===== src/rtl/uart_tx_scheduler.sv =====
`default_nettype none
// ============================================================================
// Module   : uart_tx_scheduler
// Brief    : Two-source byte FIFOs with round-robin arbitration feeding UART_TX.
// Revision : 1.0
// ============================================================================
module uart_tx_scheduler #(
    parameter int DEPTH       = 4,
    parameter int ACK_TIMEOUT = 16
) (
    input  logic       clk,
    input  logic       resetn,
    input  logic [7:0] src0_data,
    input  logic       src0_valid,
    input  logic [7:0] src1_data,
    input  logic       src1_valid,
    input  logic       tx_busy,
    input  logic       clr_ovf,
    output logic [7:0] tx_data,
    output logic       tx_en,
    output logic       src0_full,
    output logic       src1_full,
    output logic       src0_ovf,
    output logic       src1_ovf,
    output logic       timeout_err
);

    localparam int c_aw = $clog2(DEPTH);
    localparam int c_tw = $clog2(ACK_TIMEOUT + 1);
    localparam logic [c_aw-1:0] c_ptr_one    = 1;
    localparam logic [c_aw:0]   c_cnt_one    = 1;
    localparam logic [c_aw:0]   c_full_count = (c_aw + 1)'(DEPTH);
    localparam logic [c_tw-1:0] c_wait_one   = 1;
    localparam logic [c_tw-1:0] c_ack_last   = c_tw'(ACK_TIMEOUT - 1);

    typedef enum logic [1:0] {
        ST_IDLE      = 2'd0,
        ST_SEND      = 2'd1,
        ST_WAIT_ACK  = 2'd2,
        ST_WAIT_DONE = 2'd3
    } state_t;

    state_t          r_state;
    logic            r_last;
    logic [c_tw-1:0] r_wait_cnt;

    logic [7:0] w_wdata [2];
    logic [7:0] w_head  [2];
    logic [1:0] w_wvalid;
    logic [1:0] w_pop;
    logic [1:0] w_ne;
    logic [1:0] w_full;
    logic [1:0] w_ovf;
    logic       w_start;
    logic       w_grant;

    assign w_wdata[0] = src0_data;
    assign w_wdata[1] = src1_data;
    assign w_wvalid   = {src1_valid, src0_valid};

    // On a tie the source not served last wins; otherwise the only non-empty one.
    assign w_start  = (r_state == ST_IDLE) && !tx_busy && (w_ne != 2'b00);
    assign w_grant  = (w_ne == 2'b11) ? ~r_last : w_ne[1];
    assign w_pop[0] = w_start && !w_grant;
    assign w_pop[1] = w_start && w_grant;

    generate
        for (genvar s = 0; s < 2; s++) begin : g_fifo
            logic [7:0]      r_mem [DEPTH];
            logic [c_aw-1:0] r_wr_ptr;
            logic [c_aw-1:0] r_rd_ptr;
            logic [c_aw:0]   r_count;
            logic            r_ovf;
            logic            w_push;
            logic            w_drop;

            assign w_full[s] = (r_count == c_full_count);
            assign w_ne[s]   = (r_count != '0);
            // A pop in the same cycle frees the slot a full-FIFO write needs.
            assign w_push    = w_wvalid[s] && (!w_full[s] || w_pop[s]);
            assign w_drop    = w_wvalid[s] && w_full[s] && !w_pop[s];
            assign w_head[s] = r_mem[r_rd_ptr];
            assign w_ovf[s]  = r_ovf;

            always_ff @(posedge clk or negedge resetn) begin
                if (!resetn) begin
                    r_wr_ptr <= '0;
                    r_rd_ptr <= '0;
                    r_count  <= '0;
                    r_ovf    <= 1'b0;
                end else begin
                    if (w_push)
                        r_wr_ptr <= r_wr_ptr + c_ptr_one;
                    if (w_pop[s])
                        r_rd_ptr <= r_rd_ptr + c_ptr_one;
                    case ({w_push, w_pop[s]})
                        2'b10:   r_count <= r_count + c_cnt_one;
                        2'b01:   r_count <= r_count - c_cnt_one;
                        default: r_count <= r_count;
                    endcase
                    if (w_drop)
                        r_ovf <= 1'b1;
                    else if (clr_ovf)
                        r_ovf <= 1'b0;
                end
            end

            always_ff @(posedge clk) begin
                if (w_push)
                    r_mem[r_wr_ptr] <= w_wdata[s];
            end
        end
    endgenerate

    assign src0_full = w_full[0];
    assign src1_full = w_full[1];
    assign src0_ovf  = w_ovf[0];
    assign src1_ovf  = w_ovf[1];

    always_ff @(posedge clk or negedge resetn) begin
        if (!resetn) begin
            r_state     <= ST_IDLE;
            r_last      <= 1'b1;
            r_wait_cnt  <= '0;
            tx_data     <= 8'h00;
            tx_en       <= 1'b0;
            timeout_err <= 1'b0;
        end else begin
            tx_en <= 1'b0;
            if (clr_ovf)
                timeout_err <= 1'b0;
            case (r_state)
                ST_IDLE: begin
                    if (w_start) begin
                        tx_data <= w_grant ? w_head[1] : w_head[0];
                        r_last  <= w_grant;
                        tx_en   <= 1'b1;
                        r_state <= ST_SEND;
                    end
                end
                ST_SEND: begin
                    r_wait_cnt <= '0;
                    r_state    <= ST_WAIT_ACK;
                end
                ST_WAIT_ACK: begin
                    if (tx_busy) begin
                        r_state <= ST_WAIT_DONE;
                    end else if (r_wait_cnt == c_ack_last) begin
                        // Byte is abandoned, not retransmitted.
                        timeout_err <= 1'b1;
                        r_state     <= ST_IDLE;
                    end else begin
                        r_wait_cnt <= r_wait_cnt + c_wait_one;
                    end
                end
                ST_WAIT_DONE: begin
                    if (!tx_busy)
                        r_state <= ST_IDLE;
                end
                default: r_state <= ST_IDLE;
            endcase
        end
    end

endmodule
`default_nettype wire


===== config.mk =====
export PLATFORM = sky130hd
export DESIGN_NAME = uart_tx_scheduler
export DESIGN_NICKNAME = d
export VERILOG_FILES = /design/src/rtl/uart_tx_scheduler.sv
export SDC_FILE = /design/constraint.sdc
export NUM_CORES = 1
export LEC_CHECK = 0
export ABC_AREA = 0
export CAP_MARGIN = 10
export CELL_PAD_IN_SITES_DETAIL_PLACEMENT = 1
export CELL_PAD_IN_SITES_GLOBAL_PLACEMENT = 2
export CORE_MARGIN = 2
export CORE_UTILIZATION = 38
export DETAILED_ROUTE_END_ITERATION = 8
export GPL_TIMING_DRIVEN = 0
export PLACE_DENSITY_LB_ADDON = 0.1
export SLEW_MARGIN = 20
export SYNTH_ARGS = -nofsm -noshare
export SYNTH_HDL_FRONTEND = slang
export SYNTH_SLANG_ARGS = --single-unit
export TNS_END_PERCENT = 10

===== constraint.sdc =====
create_clock -name clk -period 2.1 [get_ports clk]
set_input_delay 0.63 -clock clk [delete_from_list [all_inputs] [get_ports clk]]
set_output_delay 0.63 -clock clk [all_outputs]
set_load 0.02 [all_outputs]

==> results of run 1 <==
## kinds of logic (layout without fill, tap and decap cells)
group / after synthesis / in the layout / synth area share
simple gates: 53 / 53 / 0.0760
compound gates: 44 / 44 / 0.0899
fa+ha+maj: 14 / 14 / 0.0433
flops: 98 / 98 / 0.631
xor+xnor: 10 / 10 / 0.0199
buf+inv: 46 / 114 / 0.0464
mux: 21 / 21 / 0.0936
## final cells by class
| class | count | area [sq um] | share of cell area |
|---|---|---|---|
| well taps | 143 | 179 | 0.0324 |
| repair buffers | 54 | 514 | 0.0932 |
| plain buffers | 15 | 104 | 0.0188 |
| flip-flops and latches | 98 | 2780 | 0.504 |
| clock inverters | 6 | 65.1 | 0.0118 |
| multi-input cells | 142 | 1530 | 0.278 |
| inverters | 29 | 111 | 0.0202 |
| clock buffers | 10 | 229 | 0.0415 |
## where the power goes
| group | switching [uW] | total (uW) | internal (uW) |
|---|---|---|---|
| clock network | 707 | 1630 | 926 |
| logic | 1500 | 2920 | 1420 |
| registers | 352 | 3000 | 2640 |
## sequential cells by signal, summed over array words and instances (netlist names), 2 cells and up
name	cells
g_fifo.r_mem	64
tx_data	8
g_fifo.r_count	6
r_wait_cnt	5
g_fifo.r_rd_ptr	4
g_fifo.r_wr_ptr	4
r_state	2
## how the worst max path moves through the flow
stage	from	endpoint	slack, ps	cells past startpoint
after CTS	g_fifo[1].r_count[0]	g_fifo[1].r_count[2]	-50	9
after floorplan	tx_busy	g_fifo[0].r_count[1]	-150	6
after detailed placement	tx_busy	g_fifo[0].r_count[1]	-980	8
after global routing	g_fifo[1].r_count[1]	g_fifo[1].r_count[2]	-160	9
final	g_fifo[0].r_count[0]	src0_full	-50	4
after global placement	tx_busy	g_fifo[0].r_count[2]	-930	9
## Yosys cell counts (4+ instances only)
cell type,number
and3b_1,5
buf_2,7
clkbuf_1,6
dfrtp_1,33
edfxtp_1,64
ha_1,12
inv_1,28
mux2i_1,4
mux4_2,16
nand2_1,8
nand4_1,9
nor2_1,7
nor2b_1,6
o211a_1,4
o21ai_0,4
o221ai_2,7
xnor2_1,7
## what timing repair did
item,CTS,global route
resized for setup,39,5
setup endpoints to repair,72,6
buffers inserted,16,3
hold buffers,0,0
pin swaps,8,4
## critical path: cells and delay by family (launching register included)
| kind | cells | cell delay (ps) |
|---|---|---|
| buffers and inverters | 3 | 310 |
| AND/OR/NAND/NOR | 1 | 400 |
| flip-flops | 1 | 480 |
## layout by cell type, fill, tap and decap left out, types with 3 or more instances in the layout
cell and instances:
edfxtp_1 64, clkdlybuf4s50_1 29, dfrtp_1 27, inv_1 25, buf_4 20, mux4_2 16, ha_1 10, nand4_1 9
clkbuf_16 9, nand2_1 8, nor2_1 7, o221ai_2 7, xnor2_1 7, buf_6 6, buf_2 6, nor2b_1 6
dfrtp_2 6, clkbuf_1 5, and3b_1 5, o211a_1 4, mux2i_1 4, or3_4 3, inv_2 3, a32o_1 3
o21ai_0 3, o2111ai_1 3, xor2_1 3, o211ai_1 3
## per-layer routing
layer | vias to the layer above | track usage | part of all wire
li1 | 1207 | - | -
met1 | 1346 | 0.215 | 0.45
met2 | 33 | 0.271 | 0.50
met3 | 15 | 0.0338 | 0.027
met4 | 0 | 0.0667 | 0.020
met5 | - | 0 | 0
## per-stage QoR
step | TNS, ps | util | setup slack (ps) | cell area, sq um
floorplan | -403 | - | -151 | 4420
global placement | -65170 | 0.434 | -926 | 4940
detailed placement | -50680 | 0.436 | -979 | 4960
CTS | -149 | 0.482 | -53.9 | 5480
global route | -439 | 0.485 | -156 | 5520
finish | -109 | 0.485 | -47.8 | 5520
==> run_results.csv, run 1 <==
group,metric,value,unit
logic_synthesis,synthArstFlopShare,0.347,
setup_path,cp.arrival,1520,ps
finish,fillers,1135,
clock_tree,clock_sinks,98,
finish,drive_gt1_frac,0.285,
logic_synthesis,synth_top_area_share,0.437,
finish,stdcell_count,497,
die,dieArea,12400,sq um
run,max-cap-violations,0,
grt,grtUsageTotal,0.165,
logic_synthesis,synth_edf_count,64,
setup_path,cp_cell_sequence,"or3b_4, buf_6, inv_4, buf_6",
worst_hold_path,min_path_type,"in -> async",
grt,grt_pass1_vias,2838,
logic_synthesis,syn_area,4400,sq um
die,num_rows,39,
sta,slew_headroom,0.584,
clock_tree,clk_pin_slew,70,ps
grt,overflow,0,
clock_tree,clockBufferDepth,2,
sta,finClkSkew,6.94,ps
logic_synthesis,synth_top_flop_cell,"edfxtp_1",
logic_synthesis,synth.area.top_cells,"edfxtp_1 (44%), dfrtp_1 (19%), mux4_2 (8.2%)",
die,coreArea,11400,sq um
drt,drt_pass1_iterations,4,
setup_path,startpoint_type,"flop",
setup_path,reg2reg_depth,9,
logic_synthesis,synthCells,286,
grt,grt_pass1_wl,15.5,mm
logic_synthesis,yosys.area.top_type,"edfxtp_1",
drt,routed_wl,9.45,mm
sta,finalCritPeriodShare,1.02,
logic_synthesis,yosys_warnings,0,
drt,routed_via_density,5.23,
setup_path,cp_max_fo,6,
sta,fin_crit,2150,ps
sta,setup_violations,4,
drt,drtIter0Drc,117,
die,ios,36,
logic_synthesis,syn_nets,322,
drt,via_count,2601,
logic_synthesis,ys_types,49,
drt,ant_nets,0,
setup_path,r2r_setup_slack,-30,ps
setup_path,required,1470,ps
grt,grt_max_degree,19,
run_status,violations,"setup timing",
die,die_w,112,um
setup_path,r2r_start,"g_fifo[1].r_count[1]",
pwr,p_total,7550,uW
pwr,peakVddDrop,0.568,mV
finish,antenna_cells,0,
grt,antenna_found_initial,0,
clock_tree,clk_latency,340,ps
clock_tree,htreeDepth,3,
sta,tightestPinTransition,625,ps
setup_path,critPathCaptureType,"output port",
placement,numPortBuffers,34,
sta,final-hold-violation-count,0,
drt,remaining_drc_errors,0,
pwr,leakage,0.00212,uW
sta,rsz0062_at_grt,"yes",
sta,fmax,466,MHz
drt,routedWlPerCell,19.0,um
finish,final_nets,385,
sta,holdWs,241,ps
placement,placed_cells,464,
setup_path,cpPeakStageDelay,480,ps
run_status,status,"complete, but fails checks",
logic_synthesis,syn-mean-instance-area,15.4,sq um
setup_path,r2r-end,"g_fifo[1].r_count[2]",
clock_tree,cts_tree,"yes",
sta,slew_violations,0,
clock_tree,cts_buffers,9,
finish,area.growth.synth_to_final,25.5,%
pwr,p_per_area,1370,nW/um^2
setup_path,path_class,"reg -> out",
die,start_util,0.387,
placement,place_hpwl,6.59,mm
placement,gp_congestion,0.739,
sta,worst_slack,-47.8,ps
logic_synthesis,seq_area_frac_synth,0.631,
logic_synthesis,synth-seq-cells,98,
clock_tree,root_buffer,"clkbuf_16",
setup_path,cpMostUsedCell,"buf_6",
setup_path,cp_slowest_cell,"dfrtp_2",
die,die_h,112,um
(Power assumes the default switching activity.)
==> run 2: changes to the inputs <==
RECOVER_POWER = 50   (was default)
SKIP_LAST_GASP = 1   (was default)
==> run 2 against run 1 <==
Flip-flop and latch count unchanged. Largest power group unchanged. The run still ends with setup timing left. Combinational power shrank 2%. Utilization is 0.40 points lower. First-iteration DRC count down 15%. Critical endpoint is now g_fifo[0].r_count[2]. Clock power about the same. Register-to-register slack lost 50 ps. Highest routed layer unchanged. Via count did not move.
==> run_results.csv, run 2 (synthesized netlist as in run 1, its figures left out) <==
group,metric,value,unit
run_status,status,"complete, but fails checks",
run_status,violations,"setup timing",
setup_path,reg2reg_depth,9,
placement,numPortBuffers,34,
clock_tree,clk_latency,340,ps
finish,drive_gt1_frac,0.271,
placement,place_hpwl,6.59,mm
sta,setup_violations,4,
setup_path,cp_max_fo,6,
sta,rsz0062_at_grt,"yes",
drt,drtIter0Drc,99,
setup_path,r2r_start,"g_fifo[0].r_count[0]",
drt,ant_nets,0,
finish,largest_reg_flops,64,
grt,antenna_found_initial,0,
grt,grtUsageTotal,0.165,
finish,final_cell_mix,"edfxtp_1 (64), dfrtp_1 (27), inv_1 (25)",
sta,holdWs,438,ps
setup_path,startpoint_type,"flop",
finish,layout_commonest_cell,"edfxtp_1",
sta,slew_violations,0,
placement,gp_congestion,0.739,
placement,place_ws,-979,ps
grt,grt_pass1_vias,2838,
drt,routedWlPerCell,18.9,um
clock_tree,cts_tree,"yes",
grt,overflow,0,
clock_tree,cts_buffers,9,
setup_path,critPathCapture,"g_fifo[0].r_count[2]",
pwr,p_per_area,1370,nW/um^2
setup_path,critPathCaptureType,"flop",
die,num_rows,39,
run,max-cap-violations,0,
finish,antenna_cells,0,
drt,routed_via_density,5.23,
setup_path,cp.arrival,2440,ps
finish,area.growth.synth_to_final,24.5,%
finish,final_core_util,0.481,
drt,drt_pass1_iterations,4,
sta,worst_slack,-76.4,ps
sta,slew_headroom,0.322,
setup_path,r2r_setup_slack,-80,ps
setup_path,cpPeakStageDelay,480,ps
drt,via_count,2601,
drt,remaining_drc_errors,0,
clock_tree,clock_sinks,98,
die,coreArea,11400,sq um
die,die_w,112,um
pwr,leakage,0.00212,uW
sta,finalCritPeriodShare,1.04,
clock_tree,cts_hold_buf,0,
setup_path,cp_cell_sequence,"or3_4, o211ai_1, buf_6, inv_2, ha_4, fa_2, xnor2_1, nor2_1, xor2_1",
pwr,p_total,7480,uW
grt,grt_pass1_wl,15.5,mm
setup_path,required,2360,ps
placement,placed_cells,464,
die,die_h,112,um
die,ios,36,
sta,finClkSkew,8.53,ps
finish,final_nets,385,
pwr,peakVddDrop,0.567,mV
sta,final-hold-violation-count,0,
setup_path,path_class,"reg -> reg",
setup_path,r2r-end,"g_fifo[0].r_count[2]",
grt,grt_max_degree,19,
sta,fmax,459,MHz
setup_path,cp_slowest_cell,"dfrtp_2",
finish,top_regs,"g_fifo.r_mem: 64 flops, tx_data: 8 flops, g_fifo.r_count: 6 flops",
clock_tree,htreeDepth,3,
drt,routed_wl,9.40,mm
die,start_util,0.387,
clock_tree,clockBufferDepth,2,
clock_tree,clk_pin_slew,70,ps
clock_tree,root_buffer,"clkbuf_16",
finish,stdcell_count,497,
finish,regMostFlops,"g_fifo.r_mem",
worst_hold_path,min_path_type,"in -> async",
sta,tightestPinTransition,1020,ps
setup_path,startpoint,"g_fifo[0].r_count[0]",
sta,fin_crit,2180,ps
die,dieArea,12400,sq um
## run 2: cell types whose count changed in the layout (fill, tap and decap cells not counted), sizes merged
cell,previous run,this run
buf,34,32
dlymetal6s2s,0,1
clkbuf,14,15
dlygate4sd3,0,16
clkdlybuf4s50,29,13
## run 2: where the power goes
part           switching, uW  total, uW  internal, uW
logic                   1480       2860          1370
clock network            710       1640           926
registers                341       2980          2640
total                   2530       7480          4940
## run 2: layout make-up
| type | count | area [sq um] |
|---|---|---|
| plain buffers | 15 | 100 |
| clock buffers | 10 | 229 |
| clock inverters | 6 | 65.1 |
| fillers | 1142 | 5900 |
| inverters | 29 | 111 |
| multi-input cells | 142 | 1510 |
| flip-flops and latches | 98 | 2780 |
| well taps | 143 | 179 |
| repair buffers | 54 | 498 |
## run 2: worst min path at each step
stage | from | cells past startpoint | end | slack, ps
floorplan | resetn | 0 | g_fifo[0].r_count[0] | 330
global placement | src1_ovf | 1 | src1_ovf | 480
detailed placement | src0_ovf | 1 | src0_ovf | 480
CTS | resetn | 1 | g_fifo[0].r_wr_ptr[0] | 250
global route | src0_ovf | 1 | src0_ovf | 520
finish | resetn | 1 | g_fifo[0].r_wr_ptr[0] | 440
## run 2: critical path: cells and delay by family (launching register included)
family          cells  cell delay [ps]
compound gates      1              140
xor+xnor            2              290
fa+ha+maj           2              500
buf+inv             2              180
flops               1              480
simple gates        2              500
## run 2: per-layer routing
layer / global-route usage / routed length [um] / vias up
li1: - / - / 1211
met1: 0.215 / 4240 / 1342
met5: 0 / 0 / -
met4: 0.0667 / 189 / 0
met3: 0.0338 / 255 / 15
met2: 0.271 / 4720 / 33
## run 2: through the flow
step,setup TNS (ps),area [sq um]
2_1_floorplan,-403,4420
3_3_place_gp,-65170,4940
3_5_place_dp,-50680,4960
4_1_cts,-149,5480
5_1_grt,-1810,5470
6_report,-203,5470
## run 2: timing repair
| action | 4_1_cts | 5_1_grt |
|---|---|---|
| cloned | 0 | 0 |
| pin swaps | 8 | 2 |
| gates resized for setup | 39 | 1 |
| endpoints found under the setup margin | 72 | 6 |
| setup buffers | 16 | 3 |
==> run 3: changes to the inputs <==
CORE_MARGIN = default   (was 2)
CTS_CLUSTER_DIAMETER = 40   (was default)
==> run 3 against run 2 <==
The run still ends with setup timing left. Sequential power hardly changed. Total power hardly changed. Cell area is 0.34% higher. Hold slack worse by 17 ps. Sequential share of layout area is 0.20 points lower. Die area is 3.6% lower.
==> run_results.csv, run 3 (synthesized netlist as in run 1, its figures left out) <==
group,metric,value,unit
setup_path,cp_max_fo,5,
sta,fmax,459,MHz
pwr,seqPwrFrac,0.400,
drt,routedWlPerCell,18.9,um
grt,grt_pass1_wl,15.2,mm
die,die_w,110,um
clock_tree,clk_latency,340,ps
drt,ant_nets,0,
finish,layout_commonest_cell,"edfxtp_1",
run,max-cap-violations,0,
finish,final_cell_mix,"edfxtp_1 (64), dfrtp_1 (28), inv_1 (25)",
die,num_rows,38,
clock_tree,htreeDepth,3,
clock_tree,cts_buffers,9,
run_status,status,"complete, but fails checks",
clock_tree,clock_sinks,98,
setup_path,required,1470,ps
sta,worst_slack,-80.5,ps
finish,largest_reg_flops,64,
finish,final_core_util,0.496,
die,coreArea,11100,sq um
die,die_h,110,um
drt,via_count,2591,
placement,place_hpwl,6.43,mm
sta,fin_crit,2180,ps
finish,top_regs,"g_fifo.r_mem: 64 flops, tx_data: 8 flops, g_fifo.r_count: 6 flops",
drt,drtIter0Drc,125,
pwr,sw_frac_of_total,0.346,
sta,setup_violations,5,
pwr,p_total,7470,uW
drt,remaining_drc_errors,0,
clock_tree,clk_pin_slew,70,ps
sta,slew_headroom,0.343,
finish,area.growth.synth_to_final,24.9,%
placement,numPortBuffers,34,
sta,tightestPinTransition,986,ps
setup_path,startpoint_type,"flop",
clock_tree,root_buffer,"clkbuf_16",
clock_tree,cts_tree,"yes",
sta,holdWs,421,ps
pwr,clock_power_share,0.209,
sta,setup_tns,-176,ps
sta,finClkSkew,8.20,ps
drt,routed_via_density,5.23,
pwr,p_per_area,1360,nW/um^2
placement,placed_cells,461,
setup_path,cp.arrival,1550,ps
finish,antenna_cells,0,
sta,rsz0062_at_grt,"yes",
finish,regMostFlops,"g_fifo.r_mem",
finish,drive_gt1_frac,0.279,
die,dieArea,12000,sq um
grt,grtUsageTotal,0.179,
placement,gp_congestion,0.710,
clock_tree,clockBufferDepth,2,
drt,drt_pass1_iterations,4,
setup_path,path_class,"reg -> out",
worst_hold_path,min_path_type,"in -> async",
grt,antenna_found_initial,0,
pwr,p_int,4890,uW
grt,grt_pass1_vias,2833,
finish,stdcell_count,495,
grt,overflow,0,
pwr,peakVddDrop,0.647,mV
sta,final-hold-violation-count,0,
pwr,leakage,0.00212,uW
sta,slew_violations,0,
run_status,violations,"setup timing",
grt,grt_max_degree,19,
drt,routed_wl,9.33,mm
die,ios,36,
sta,finalCritPeriodShare,1.04,
die,start_util,0.397,
pwr,switching_power,2590,uW
finish,final_nets,386,
setup_path,critPathCaptureType,"output port",
clock_tree,cts_hold_buf,0,
pwr,p_comb_frac,0.392,
[run 3: cell count changes in the layout (fill, tap and decap cells not counted), sizes merged]
cell | before | now
clkinvlp | 0 | 2
buf | 32 | 33
bufinv | 1 | 0
clkdlybuf4s15 | 0 | 1
dlygate4sd2 | 2 | 1
inv | 30 | 29
[run 3: final timing paths]
kind                                      start               endpoint  slack (ps)  cells past startpoint
max                        g_fifo[0].r_count[1]              src0_full         -80                      4
min                                      resetn  g_fifo[0].r_wr_ptr[1]         420                      1
max reg2reg                g_fifo[1].r_count[0]   g_fifo[1].r_count[2]         -40                      9
min reg2reg                            src1_ovf               src1_ovf         500                      1
max in group asynchronous                resetn   g_fifo[1].r_count[1]         260                      2
min in group clk                       src1_ovf               src1_ovf         500                      1
[run 3: through the flow]
stage,area (sq um),setup slack (ps)
finish,5490,-80.5
global placement,4940,-935
floorplan,4420,-151
global route,5490,-145
CTS,5480,-96.6
detailed placement,4960,-989
[run 3: critical path, stage by stage, from the launching register on]
cell and delay (ps):
dfrtp_2 460, or3b_1 410, buf_6 140, inv_2 70, buf_4 140
[run 3: power groups by stage]
stage	registers [uW]	clock network, uW	logic (uW)
2_1_floorplan	3010	0	1720
3_3_place_gp	2980	0	2570
3_5_place_dp	3010	0	2620
4_1_cts	3020	1600	2940
5_1_grt	3050	1680	3240
6_report	2990	1560	2930
[run 3: routing by layer]
layer | wire, um | vias up | GRT usage | part of all wire
met4 | 142 | 0 | 0.0714 | 0.015
met3 | 183 | 10 | 0.0302 | 0.020
met2 | 4580 | 28 | 0.289 | 0.49
met5 | 0 | - | 0 | 0
li1 | - | 1215 | - | -
met1 | 4420 | 1338 | 0.241 | 0.47
[run 3: timing repair]
action                     in CTS  in global routing
buffers inserted               17                  3
gates cloned                    0                  0
pin swaps                      13                  4
resized for setup              39                  1
setup endpoints to repair      72                  6
[run 3: area by class of cell]
class,count,area [sq um]
fill,1082,5590
sequential,98,2780
multi-input combinational,142,1520
timing repair buffer,55,519
clock buffer,10,239
tap,140,175
inverter,29,109
buffer,15,104
clock inverter,6,42.5
